[config.mk]
export PLATFORM = sky130hd
export DESIGN_NAME = exec_stage_ctrl_flat
export DESIGN_NICKNAME = d
export VERILOG_FILES = /design/src/rtl/exec_stage_ctrl_if.sv /design/src/rtl/exec_stage_ctrl.sv /design/src/flat_wrapper.sv
export SDC_FILE = /design/constraint.sdc
export NUM_CORES = 1
export LEC_CHECK = 0
export ABC_CLOCK_PERIOD_IN_PS = 2100
export CORE_AREA = 2 2 185 187
export DETAILED_ROUTE_END_ITERATION = 12
export DIE_AREA = 0 0 187 189
export GPL_TIMING_DRIVEN = 0
export PLACE_DENSITY = 0.72
export SETUP_SLACK_MARGIN = 0.5
export SYNTH_ARGS = -nofsm -noshare
export SYNTH_HDL_FRONTEND = slang
export SYNTH_SLANG_ARGS = --single-unit
[constraint.sdc]
create_clock -name clk -period 2.1 [get_ports clk]
set_input_delay 0.525 -clock clk [delete_from_list [all_inputs] [get_ports clk]]
set_output_delay 0.525 -clock clk [all_outputs]
set_load 0.05 [all_outputs]
[src/rtl/exec_stage_ctrl_if.sv]
// exec_stage_ctrl_if
// Handshake and ALU bus for the Y86-64 execute-stage controller.
//   upstream   : in_valid/in_ready, icode, ifun, valA, valB, valC
//   ALU        : alu_a, alu_b, alu_ctrl (to ALU), alu_o, alu_of (from ALU)
//   downstream : out_valid/out_ready, valE, cnd
//   status     : cc_zf, cc_sf, cc_of
// Modports:
//   master : the execute-stage controller (initiator of the ALU operation)
//   slave  : the surrounding pipeline and the combinational ALU
interface exec_stage_ctrl_if #(
    parameter int W = 64
);
    logic         in_valid;
    logic         in_ready;
    logic [3:0]   icode;
    logic [3:0]   ifun;
    logic [W-1:0] valA;
    logic [W-1:0] valB;
    logic [W-1:0] valC;
    logic [W-1:0] alu_a;
    logic [W-1:0] alu_b;
    logic [1:0]   alu_ctrl;
    logic [W-1:0] alu_o;
    logic         alu_of;
    logic         out_valid;
    logic         out_ready;
    logic [W-1:0] valE;
    logic         cnd;
    logic         cc_zf;
    logic         cc_sf;
    logic         cc_of;

    modport master (
        input  in_valid, icode, ifun, valA, valB, valC,
        output in_ready,
        output alu_a, alu_b, alu_ctrl,
        input  alu_o, alu_of,
        output out_valid,
        input  out_ready,
        output valE, cnd, cc_zf, cc_sf, cc_of
    );

    modport slave (
        output in_valid, icode, ifun, valA, valB, valC,
        input  in_ready,
        input  alu_a, alu_b, alu_ctrl,
        output alu_o, alu_of,
        input  out_valid,
        output out_ready,
        input  valE, cnd, cc_zf, cc_sf, cc_of
    );
endinterface

[src/rtl/exec_stage_ctrl.sv]
// exec_stage_ctrl
// Y86-64 execute-stage controller. Accepts one decoded instruction per
// IDLE->EXEC->DONE pass, drives an external combinational ALU during EXEC,
// registers valE and cnd, and maintains the ZF/SF/OF condition codes.
// Ports:
//   clk   : rising-edge clock
//   rst_n : asynchronous active-low reset
//   bus   : exec_stage_ctrl_if.master (handshakes, ALU bus, results, CCs)
// Build option:
//   EXEC_CMOV_EN : when defined, icode 2 (cmovXX) evaluates cnd from ifun
//                  like jXX; otherwise icode 2 always yields cnd=1.
module exec_stage_ctrl #(
    parameter int W = 64
) (
    input  logic              clk,
    input  logic              rst_n,
    exec_stage_ctrl_if.master bus
);

    typedef enum logic [1:0] {
        IDLE = 2'd0,
        EXEC = 2'd1,
        DONE = 2'd2
    } state_t;

    localparam logic [3:0] IC_CMOV  = 4'h2;
    localparam logic [3:0] IC_IRMOV = 4'h3;
    localparam logic [3:0] IC_RMMOV = 4'h4;
    localparam logic [3:0] IC_MRMOV = 4'h5;
    localparam logic [3:0] IC_OPQ   = 4'h6;
    localparam logic [3:0] IC_JXX   = 4'h7;
    localparam logic [3:0] IC_CALL  = 4'h8;
    localparam logic [3:0] IC_RET   = 4'h9;
    localparam logic [3:0] IC_PUSH  = 4'hA;
    localparam logic [3:0] IC_POP   = 4'hB;

    state_t       state;
    state_t       state_next;

    logic [3:0]   icode_q;
    logic [3:0]   ifun_q;
    logic [W-1:0] vala_q;
    logic [W-1:0] valb_q;
    logic [W-1:0] valc_q;
    logic [W-1:0] vale_q;
    logic         cnd_q;
    logic         zf_q;
    logic         sf_q;
    logic         of_q;

    logic         in_ready;
    logic         out_valid;
    logic [W-1:0] alu_a;
    logic [W-1:0] alu_b;
    logic [1:0]   alu_ctrl;
    logic         cond_val;
    logic         cnd_next;
    logic         cc_update;

    // State register
    always_ff @(posedge clk or negedge rst_n) begin
        if (!rst_n) begin
            state <= IDLE;
        end else begin
            state <= state_next;
        end
    end

    // Next-state logic
    always_comb begin
        state_next = state;
        case (state)
            IDLE:    if (bus.in_valid) state_next = EXEC;
            EXEC:    state_next = DONE;
            DONE:    if (bus.out_ready) state_next = IDLE;
            default: state_next = IDLE;
        endcase
    end

    // Outputs: handshakes, and the ALU operand/op selection which is only
    // presented during EXEC so the ALU bus stays quiet otherwise.
    always_comb begin
        in_ready  = 1'b0;
        out_valid = 1'b0;
        alu_a     = '0;
        alu_b     = '0;
        alu_ctrl  = 2'b00;
        case (state)
            IDLE: in_ready = 1'b1;
            EXEC: begin
                case (icode_q)
                    IC_OPQ: begin
                        alu_a    = valb_q;
                        alu_b    = vala_q;
                        alu_ctrl = (ifun_q <= 4'd3) ? ifun_q[1:0] : 2'b00;
                    end
                    IC_CMOV:            alu_a = vala_q;
                    IC_IRMOV:           alu_a = valc_q;
                    IC_RMMOV, IC_MRMOV: begin
                        alu_a = valb_q;
                        alu_b = valc_q;
                    end
                    // Stack push: adding -8 moves the stack pointer down.
                    IC_CALL, IC_PUSH: begin
                        alu_a = valb_q;
                        alu_b = {{(W-4){1'b1}}, 4'h8};
                    end
                    IC_RET, IC_POP: begin
                        alu_a = valb_q;
                        alu_b = W'(8);
                    end
                    default: ;
                endcase
            end
            DONE: out_valid = 1'b1;
            default: ;
        endcase
    end

    // Branch/move condition from the CCs as they stand before this
    // instruction's own update.
    always_comb begin
        cond_val = 1'b0;
        case (ifun_q)
            4'd0:    cond_val = 1'b1;
            4'd1:    cond_val = (sf_q ^ of_q) | zf_q;
            4'd2:    cond_val = sf_q ^ of_q;
            4'd3:    cond_val = zf_q;
            4'd4:    cond_val = ~zf_q;
            4'd5:    cond_val = ~(sf_q ^ of_q);
            4'd6:    cond_val = ~(sf_q ^ of_q) & ~zf_q;
            default: cond_val = 1'b0;
        endcase
    end

    always_comb begin
        cnd_next = 1'b1;
        if (icode_q == IC_JXX) begin
            cnd_next = cond_val;
        end
`ifdef EXEC_CMOV_EN
        if (icode_q == IC_CMOV) begin
            cnd_next = cond_val;
        end
`endif
    end

    // Only genuine OPq functions touch the CCs; undefined ifun acts as add
    // but leaves the flags alone.
    assign cc_update = (icode_q == IC_OPQ) && (ifun_q <= 4'd3);

    // Instruction latch, result registers and condition codes
    always_ff @(posedge clk or negedge rst_n) begin
        if (!rst_n) begin
            icode_q <= '0;
            ifun_q  <= '0;
            vala_q  <= '0;
            valb_q  <= '0;
            valc_q  <= '0;
            vale_q  <= '0;
            cnd_q   <= 1'b0;
            zf_q    <= 1'b1;
            sf_q    <= 1'b0;
            of_q    <= 1'b0;
        end else begin
            if (state == IDLE && bus.in_valid) begin
                icode_q <= bus.icode;
                ifun_q  <= bus.ifun;
                vala_q  <= bus.valA;
                valb_q  <= bus.valB;
                valc_q  <= bus.valC;
            end
            if (state == EXEC) begin
                vale_q <= bus.alu_o;
                cnd_q  <= cnd_next;
                if (cc_update) begin
                    zf_q <= (bus.alu_o == '0);
                    sf_q <= bus.alu_o[W-1];
                    of_q <= bus.alu_of;
                end
            end
        end
    end

    assign bus.in_ready  = in_ready;
    assign bus.out_valid = out_valid;
    assign bus.alu_a     = alu_a;
    assign bus.alu_b     = alu_b;
    assign bus.alu_ctrl  = alu_ctrl;
    assign bus.valE      = vale_q;
    assign bus.cnd       = cnd_q;
    assign bus.cc_zf     = zf_q;
    assign bus.cc_sf     = sf_q;
    assign bus.cc_of     = of_q;

endmodule

[src/flat_wrapper.sv]
// flat-port wrapper written by rule: the top's interface ports become plain ports
module exec_stage_ctrl_flat 
#(
    parameter int W = 64
)
  (clk, rst_n, bus_in_valid, bus_icode, bus_ifun, bus_valA, bus_valB, bus_valC, bus_in_ready, bus_alu_a, bus_alu_b, bus_alu_ctrl, bus_alu_o, bus_alu_of, bus_out_valid, bus_out_ready, bus_valE, bus_cnd, bus_cc_zf, bus_cc_sf, bus_cc_of);
  exec_stage_ctrl_if #(.W(W)) bus_i ();
  input  logic clk;
  input  logic rst_n;
  input wire logic [$bits(bus_i.in_valid)-1:0] bus_in_valid;
  input wire logic [$bits(bus_i.icode)-1:0] bus_icode;
  input wire logic [$bits(bus_i.ifun)-1:0] bus_ifun;
  input wire logic [$bits(bus_i.valA)-1:0] bus_valA;
  input wire logic [$bits(bus_i.valB)-1:0] bus_valB;
  input wire logic [$bits(bus_i.valC)-1:0] bus_valC;
  output wire logic [$bits(bus_i.in_ready)-1:0] bus_in_ready;
  output wire logic [$bits(bus_i.alu_a)-1:0] bus_alu_a;
  output wire logic [$bits(bus_i.alu_b)-1:0] bus_alu_b;
  output wire logic [$bits(bus_i.alu_ctrl)-1:0] bus_alu_ctrl;
  input wire logic [$bits(bus_i.alu_o)-1:0] bus_alu_o;
  input wire logic [$bits(bus_i.alu_of)-1:0] bus_alu_of;
  output wire logic [$bits(bus_i.out_valid)-1:0] bus_out_valid;
  input wire logic [$bits(bus_i.out_ready)-1:0] bus_out_ready;
  output wire logic [$bits(bus_i.valE)-1:0] bus_valE;
  output wire logic [$bits(bus_i.cnd)-1:0] bus_cnd;
  output wire logic [$bits(bus_i.cc_zf)-1:0] bus_cc_zf;
  output wire logic [$bits(bus_i.cc_sf)-1:0] bus_cc_sf;
  output wire logic [$bits(bus_i.cc_of)-1:0] bus_cc_of;
  assign bus_i.in_valid = bus_in_valid;
  assign bus_i.icode = bus_icode;
  assign bus_i.ifun = bus_ifun;
  assign bus_i.valA = bus_valA;
  assign bus_i.valB = bus_valB;
  assign bus_i.valC = bus_valC;
  assign bus_in_ready = bus_i.in_ready;
  assign bus_alu_a = bus_i.alu_a;
  assign bus_alu_b = bus_i.alu_b;
  assign bus_alu_ctrl = bus_i.alu_ctrl;
  assign bus_i.alu_o = bus_alu_o;
  assign bus_i.alu_of = bus_alu_of;
  assign bus_out_valid = bus_i.out_valid;
  assign bus_i.out_ready = bus_out_ready;
  assign bus_valE = bus_i.valE;
  assign bus_cnd = bus_i.cnd;
  assign bus_cc_zf = bus_i.cc_zf;
  assign bus_cc_sf = bus_i.cc_sf;
  assign bus_cc_of = bus_i.cc_of;
  exec_stage_ctrl #(.W(W)) u_core (.clk(clk), .rst_n(rst_n), .bus(bus_i));
endmodule
==> impl_results.md, run 1 <==
* Vias in the first global route at 12097
* Crit path time final at 2.98 ns
* CTS Root Cell: clkbuf_16
* Worst-Skew Late Latency at 0.56 ns
* Critical path type: reg -> out
* Syn Inst Count at 1075
* Final Skew at 0.0105 ns
* Placed cells at 1993
* DP HPWL at 34000 µm
* Global route overflow at 0
* Final RePlAce weighted congestion at 0.925
* Power Dens Cells at 1630 mW/mm²
* Fill cells at 2440
* Max_slew headroom at 0.536
* Yosys reg bits at 270
* Mapped Nets at 1344
* Row count at 67
* Crit Path Max Fanout at 8
* CTS tree: built
* Yosys cell types at 37
* Max Cap Violations at 0
* Max IR drop VDD at 1.03 mV
* Core ar. at 0.0333 mm²
* 1st-pass router iterations at 6
* Setup ws final at -0.880 ns
* P_leak at 9.52 nW
* Vias per Instance at 5.49
* Die area at 0.0353 mm²
* Final WL at 50900 µm
* Area Overhead vs Synth at 81.5%
* Least-Margin Pin Slew at 0.696 ns
* Placed cell area at 0.0190 mm²
* WP data arrival at 2.45 ns
* Fin cells at 2126
* Final Cell Area at 0.0224 mm²
* Setup violators final at 242
* Initial Util at 0.371
* Boundary Pins at 469
* Clock sink count at 270
* Worst hold slack at 0.455 ns
* Largest net degree at the start of global routing at 118
* Syn avg cell area at 11.5 µm²
* Final max-slew violation count at 0
* First-pass GRT wire length at 74600 µm
* Routed Antenna Nets at 0
* Number of nets in the layout at 1923
* Dpl ws at -1.65 ns
* DRT iter0 DRCs at 832
* YS warnings at 0
* Post-Syn Area at 0.0124 mm²
* Total GRT Usage at 0.273
* Max Clk Rate at 0.336 GHz
* Power Total at 36.5 mW
* Initial antenna violation count at 1
* Post-route DRC at 0
* Required time of the critical path at 1.57 ns
* Routed length per instance at 23.9 µm
* Final period util at 1.42
* Worst setup SP type: flip-flop
* Fraction of the yosys area taken by sequential cells at 0.547
* Unrepaired setup endpoints after global routing: yes
* Die W at 187 µm
* Clock buffer depth at 3
* Chip height at 189 µm
* Failing checks: setup timing
* Setup TNS at -98.05 ns
* Final hold violations at 0
* Clock-pin slew on the worst setup and hold paths at 0.06 ns
* Hold crit path type: in -> async
* Outcome: finished, violations left
* CTS Buf Count at 30
* Util after Layout at 0.674
* Port Buffers at 468
* Crit. End Element: output pin
* Vias after detailed routing at 11662
* Layout cell share with drive strength beyond 1 at 0.457
* H-Tree Depth at 1
[routing by layer]
layer | up-vias | wire length, µm | global-route usage
li1 | 5106 | - | -
met1 | 5880 | 20600 | 0.358
met2 | 567 | 24400 | 0.444
met3 | 109 | 3880 | 0.0575
met4 | 0 | 2060 | 0.107
met5 | - | 0 | 0
[flip-flops by register name, summed over array words and instances, names as in the netlist]
| signal | flops |
|---|---|
| u_core.bus.cc_of | 1 |
| u_core.bus.cc_sf | 1 |
| u_core.bus.cc_zf | 1 |
| u_core.bus.cnd | 1 |
| u_core.bus.valE | 64 |
| u_core.icode_q | 4 |
| u_core.ifun_q | 4 |
| u_core.state | 2 |
| u_core.vala_q | 64 |
| u_core.valb_q | 64 |
| u_core.valc_q | 64 |
[synth_stat cells]
| cell type | instances | area, µm² |
|---|---|---|
| dfrtp_1 | 269 | 6730 |
| mux2_2 | 198 | 2230 |
| nand2_1 | 194 | 728 |
| nor2_1 | 72 | 270 |
| a222oi_1 | 64 | 641 |
| a22oi_1 | 63 | 473 |
| a21oi_1 | 62 | 310 |
| clkbuf_1 | 30 | 113 |
| buf_2 | 24 | 120 |
| buf_4 | 20 | 150 |
| nor4_1 | 17 | 106 |
| buf_6 | 11 | 124 |
| buf_1 | 6 | 22.5 |
| nand2b_1 | 5 | 31.3 |
| nand4_1 | 4 | 25.0 |
| o21ai_0 | 4 | 20.0 |
| inv_1 | 3 | 11.3 |
| mux2_1 | 3 | 33.8 |
| a21o_1 | 2 | 15.0 |
| and2_1 | 2 | 12.5 |
| nand2_2 | 2 | 12.5 |
| nor2b_1 | 2 | 12.5 |
| nor3_1 | 2 | 10.0 |
| nor3_2 | 2 | 20.0 |
| o21ai_1 | 2 | 10.0 |
| a211oi_1 | 1 | 7.51 |
| a31oi_1 | 1 | 6.26 |
| dfstp_2 | 1 | 26.3 |
| nand2b_4 | 1 | 13.8 |
| nand3_1 | 1 | 5.00 |
| nand3b_1 | 1 | 7.51 |
| nor2_2 | 1 | 6.26 |
| nor2_4 | 1 | 11.3 |
| o311ai_2 | 1 | 16.3 |
| o31ai_1 | 1 | 7.51 |
| or2_2 | 1 | 6.26 |
| xor2_1 | 1 | 8.76 |
[power by group]
part           switching [mW]  internal [mW]  leakage, nW
logic                    11.0           9.80         5.79
registers                2.14           7.85         3.19
clock network            2.20           3.59        0.542
total                    15.3           21.2         9.52
[worst max-delay path: stages (launching register included)]
cell	delay [ns]
dfrtp_1	0.33
buf_6	0.12
nand2b_4	0.19
o21ai_4	0.08
buf_12	0.15
buf_8	0.13
a222oi_1	0.61
nor2_2	0.11
buf_6	0.18
[layout make-up]
cell class                 instances  area, µm²  share of cell area
antenna                            1       2.50            0.000112
buffer                            91       1180              0.0528
clock buffer                      48        960              0.0428
clock inverter                     7        135             0.00603
inverter                           3       11.3            0.000502
multi-input combinational        713       6690               0.298
sequential                       270       6760               0.301
tap                              448        561              0.0250
timing repair buffer             545       6120               0.273
[worst paths after layout]
check                                                 from                         endpoint  slack [ns]  depth (start not counted)
min reg2reg                u_core.bus.valE[22]$_DFFE_PN0P_  u_core.bus.valE[22]$_DFFE_PN0P_        0.50                          2
max reg2reg                    u_core.state[1]$_DFFE_PN0P_    u_core.valc_q[46]$_DFFE_PN0P_       -0.10                         11
min in group clk           u_core.bus.valE[22]$_DFFE_PN0P_  u_core.bus.valE[22]$_DFFE_PN0P_        0.50                          2
min                                                  rst_n    u_core.valc_q[19]$_DFFE_PN0P_        0.45                          2
max in group asynchronous                            rst_n    u_core.valc_q[48]$_DFFE_PN0P_        0.70                          3
max                          u_core.icode_q[3]$_DFFE_PN0P_                    bus_alu_a[22]       -0.88                          8
[repair_timing]
| action | CTS | global route |
|---|---|---|
| gates resized for setup | 1563 | 122 |
| hold buffers | 1 | 0 |
| setup endpoints to repair | 449 | 445 |
| setup buffers | 44 | 14 |
| gates cloned | 8 | 10 |
| pin swaps | 34 | 40 |
| hold endpoints to repair | 36 | 0 |
[layout by cell type (no fill, tap or decap), types with 4 or more instances in the layout]
cell type	Yosys	final
buf_2	24	6
clkbuf_4	0	10
mux2_2	198	56
nor2_4	1	19
clkbuf_16	0	43
nand4_1	4	4
dfrtp_1	269	268
nor4_1	17	14
buf_16	0	10
buf_4	20	45
mux2_4	0	142
clkbuf_2	0	4
a21oi_4	0	60
o21ai_0	4	4
clkdlybuf4s50_1	0	267
a22oi_1	63	63
bufinv_16	0	4
buf_8	0	41
clkbuf_1	30	8
buf_12	0	31
nand2_1	194	194
a222oi_1	64	64
nor2_2	1	53
clkbuf_8	0	17
buf_6	11	201
[kinds of logic (layout without fill, tap and decap cells)]
logic type / after synthesis / after routing / share of synthesized area
other: 0 / 1 / 0
AOI/OAI and AO/OA: 201 / 201 / 0.122
and+or+nand+nor: 308 / 310 / 0.103
buffers and inverters: 94 / 694 / 0.0437
muxes: 201 / 201 / 0.183
DFF: 270 / 270 / 0.547
xor gates and xnor gates: 1 / 1 / 0.000709
No activity file was read; power rests on OpenSTA's default activity.
==> run 2: changes to the inputs <==
- GPL_TIMING_DRIVEN: 0 -> unset
==> impl_results.md, run 2 (same netlist as run 1, synthesis figures left out) <==
* Vias per Instance at 5.64 (was 5.49)
* Core ar. at 0.0333 mm² (unchanged)
* Hold crit path type: in -> async (unchanged)
* CP cell instances: buf_6 -> nand2b_4 -> o21ai_4 -> clkbuf_8 -> a222oi_1 -> buf_4 -> nor2_4 -> buf_12 (was buf_6 -> nand2b_4 -> o21ai_4 -> buf_12 -> buf_8 -> a222oi_1 -> nor2_2 -> buf_6)
* Clock-pin slew on the worst setup and hold paths at 0.07 ns (was 0.06 ns)
* Clock sink count at 270 (unchanged)
* Port Buffers at 468 (unchanged)
* Global route overflow at 0 (unchanged)
* Worst setup SP type: flip-flop (unchanged)
* Dpl ws at -0.370 ns (was -1.65 ns)
* CTS Root Cell: clkbuf_16 (unchanged)
* Outcome: finished, violations left (unchanged)
* 1st-pass router iterations at 6 (unchanged)
* Largest net degree at the start of global routing at 75 (was 118)
* Vias in the first global route at 13234 (was 12097)
* Vias after detailed routing at 12496 (was 11662)
* Max IR drop VDD at 1.16 mV (was 1.03 mV)
* Required time of the critical path at 1.57 ns (about the same)
* Final period util at 1.42 (about the same)
* Number of nets in the layout at 2007 (was 1923)
* CTS Buf Count at 31 (was 30)
* Worst R2R End: u_core.vala_q[31]$_DFFE_PN0P_ (was u_core.valc_q[46]$_DFFE_PN0P_)
* Critical path type: reg -> out (unchanged)
* Initial antenna violation count at 6 (was 1)
* Row count at 67 (unchanged)
* FF-to-FF Start: u_core.state[0]$_DFFE_PN0P_ (was u_core.state[1]$_DFFE_PN0P_)
* Crit. End Element: output pin (unchanged)
* Routed length per instance at 26.1 µm (was 23.9 µm)
* CP max-delay cell: a222oi_1 (unchanged)
* Final Cell Area at 0.0248 mm² (was 0.0224 mm²)
* Power Dens Cells at 1600 mW/mm² (was 1630 mW/mm²)
* Die area at 0.0353 mm² (unchanged)
* Max Cap Violations at 0 (unchanged)
* Routed Antenna Nets at 0 (unchanged)
* Unrepaired setup endpoints after global routing: yes (unchanged)
* Least-Margin Pin Slew at 0.657 ns (was 0.696 ns)
* CP bufs+invs at 4 (unchanged)
* DRT iter0 DRCs at 1183 (was 832)
* Most frequent cells in the layout: clkdlybuf4s50_1, dfrtp_1, nand2_1 (was dfrtp_1, clkdlybuf4s50_1, buf_6)
* H-Tree Depth at 1 (unchanged)
* Setup ws final at -0.885 ns (was -0.880 ns)
* P_leak at 10.4 nW (was 9.52 nW)
* Worst-Skew Late Latency at 0.57 ns (was 0.56 ns)
* Final Skew at 0.0215 ns (was 0.0105 ns)
* Area Overhead vs Synth at 101% (was 81.5%)
* Max_slew headroom at 0.562 (was 0.536)
* Worst Reg-to-Reg Cells at 14 (was 11)
* Util after Layout at 0.745 (was 0.674)
* First-pass GRT wire length at 82500 µm (was 74600 µm)
* Post-route DRC at 0 (unchanged)
* Total GRT Usage at 0.301 (was 0.273)
* Initial Util at 0.371 (unchanged)
* CTS tree: built (unchanged)
* Final hold violations at 0 (unchanged)
* Placed cell area at 0.0209 mm² (was 0.0190 mm²)
* Clock buffer depth at 3 (unchanged)
* Final WL at 57800 µm (was 50900 µm)
* Setup TNS at -141.46 ns (was -98.05 ns)
* Layout cell share with drive strength beyond 1 at 0.508 (was 0.457)
* Final RePlAce weighted congestion at 0.901 (was 0.925)
* Slowest stage delay, CP at 0.52 ns (was 0.61 ns)
* Setup violators final at 332 (was 242)
* Crit path time final at 2.99 ns (was 2.98 ns)
* WP data arrival at 2.46 ns (was 2.45 ns)
* Boundary Pins at 469 (unchanged)
* Crit Path Max Fanout at 34 (was 8)
* Worst hold slack at 0.458 ns (was 0.455 ns)
* Chip height at 189 µm (unchanged)
* Worst path top cell family by delay: buffers and inverters (was compound AO/OA/AOI/OAI gates)
* Setup slack, reg-to-reg at -0.31 ns (was -0.10 ns)
* DP HPWL at 33800 µm (was 34000 µm)
* Die W at 187 µm (unchanged)
* Failing checks: setup timing (unchanged)
* Final max-slew violation count at 0 (unchanged)
* Max Clk Rate at 0.335 GHz (was 0.336 GHz)
run 2: report_power, final:
part	switching [mW]	internal (mW)	total, mW
sequential	2.50	7.85	10.4
clock	2.33	3.55	5.87
combinational	11.7	11.8	23.5
total	16.5	23.2	39.8
run 2: worst max path at each step:
stage               slack [ns]                      endpoint  depth (start not counted)                           from
floorplan                -0.48                 bus_alu_b[31]                          6  u_core.icode_q[3]$_DFFE_PN0P_
global placement         -0.43  u_core.bus.cc_zf$_DFFE_PN1P_                          7                  bus_alu_o[14]
detailed placement       -0.37  u_core.bus.cc_zf$_DFFE_PN1P_                          7                  bus_alu_o[14]
CTS                      -0.80                  bus_alu_a[5]                          8  u_core.icode_q[3]$_DFFE_PN0P_
global route             -0.98                 bus_alu_a[40]                          8  u_core.icode_q[3]$_DFFE_PN0P_
finish                   -0.89                 bus_alu_a[40]                          8  u_core.icode_q[3]$_DFFE_PN0P_
run 2: final cells by class:
class / count / area (µm²)
clock inverter: 15 / 219
fill: 2051 / 8480
clock buffer: 43 / 881
antenna: 5 / 12.5
multi-input combinational: 711 / 6730
tap: 448 / 561
timing repair buffer: 721 / 9630
inverter: 3 / 11.3
sequential: 270 / 6760
run 2: routing by layer:
| layer | global-route usage | wire, µm | vias to the layer above |
|---|---|---|---|
| met5 | 0 | 0 | - |
| met4 | 0.138 | 3170 | 0 |
| met3 | 0.0658 | 4620 | 217 |
| met2 | 0.517 | 28200 | 785 |
| met1 | 0.363 | 21700 | 6224 |
| li1 | - | - | 5270 |
run 2: repair_timing:
| action | 4_1_cts | 5_1_grt |
|---|---|---|
| buffers inserted | 60 | 37 |
| pin swaps | 54 | 61 |
| hold endpoints to repair | 37 | 0 |
| hold buffers | 1 | 0 |
| endpoints found under the setup margin | 372 | 447 |
| gates resized for setup | 539 | 65 |
| cloned | 23 | 12 |
run 2: metrics by stage:
stage                     total power [mW]  std cells
after floorplan                       21.4       1075
after global placement                28.0       2020
after detailed placement              28.4       2020
after CTS                             37.9       2162
after global routing                  41.1       2215
final                                 39.8       2216
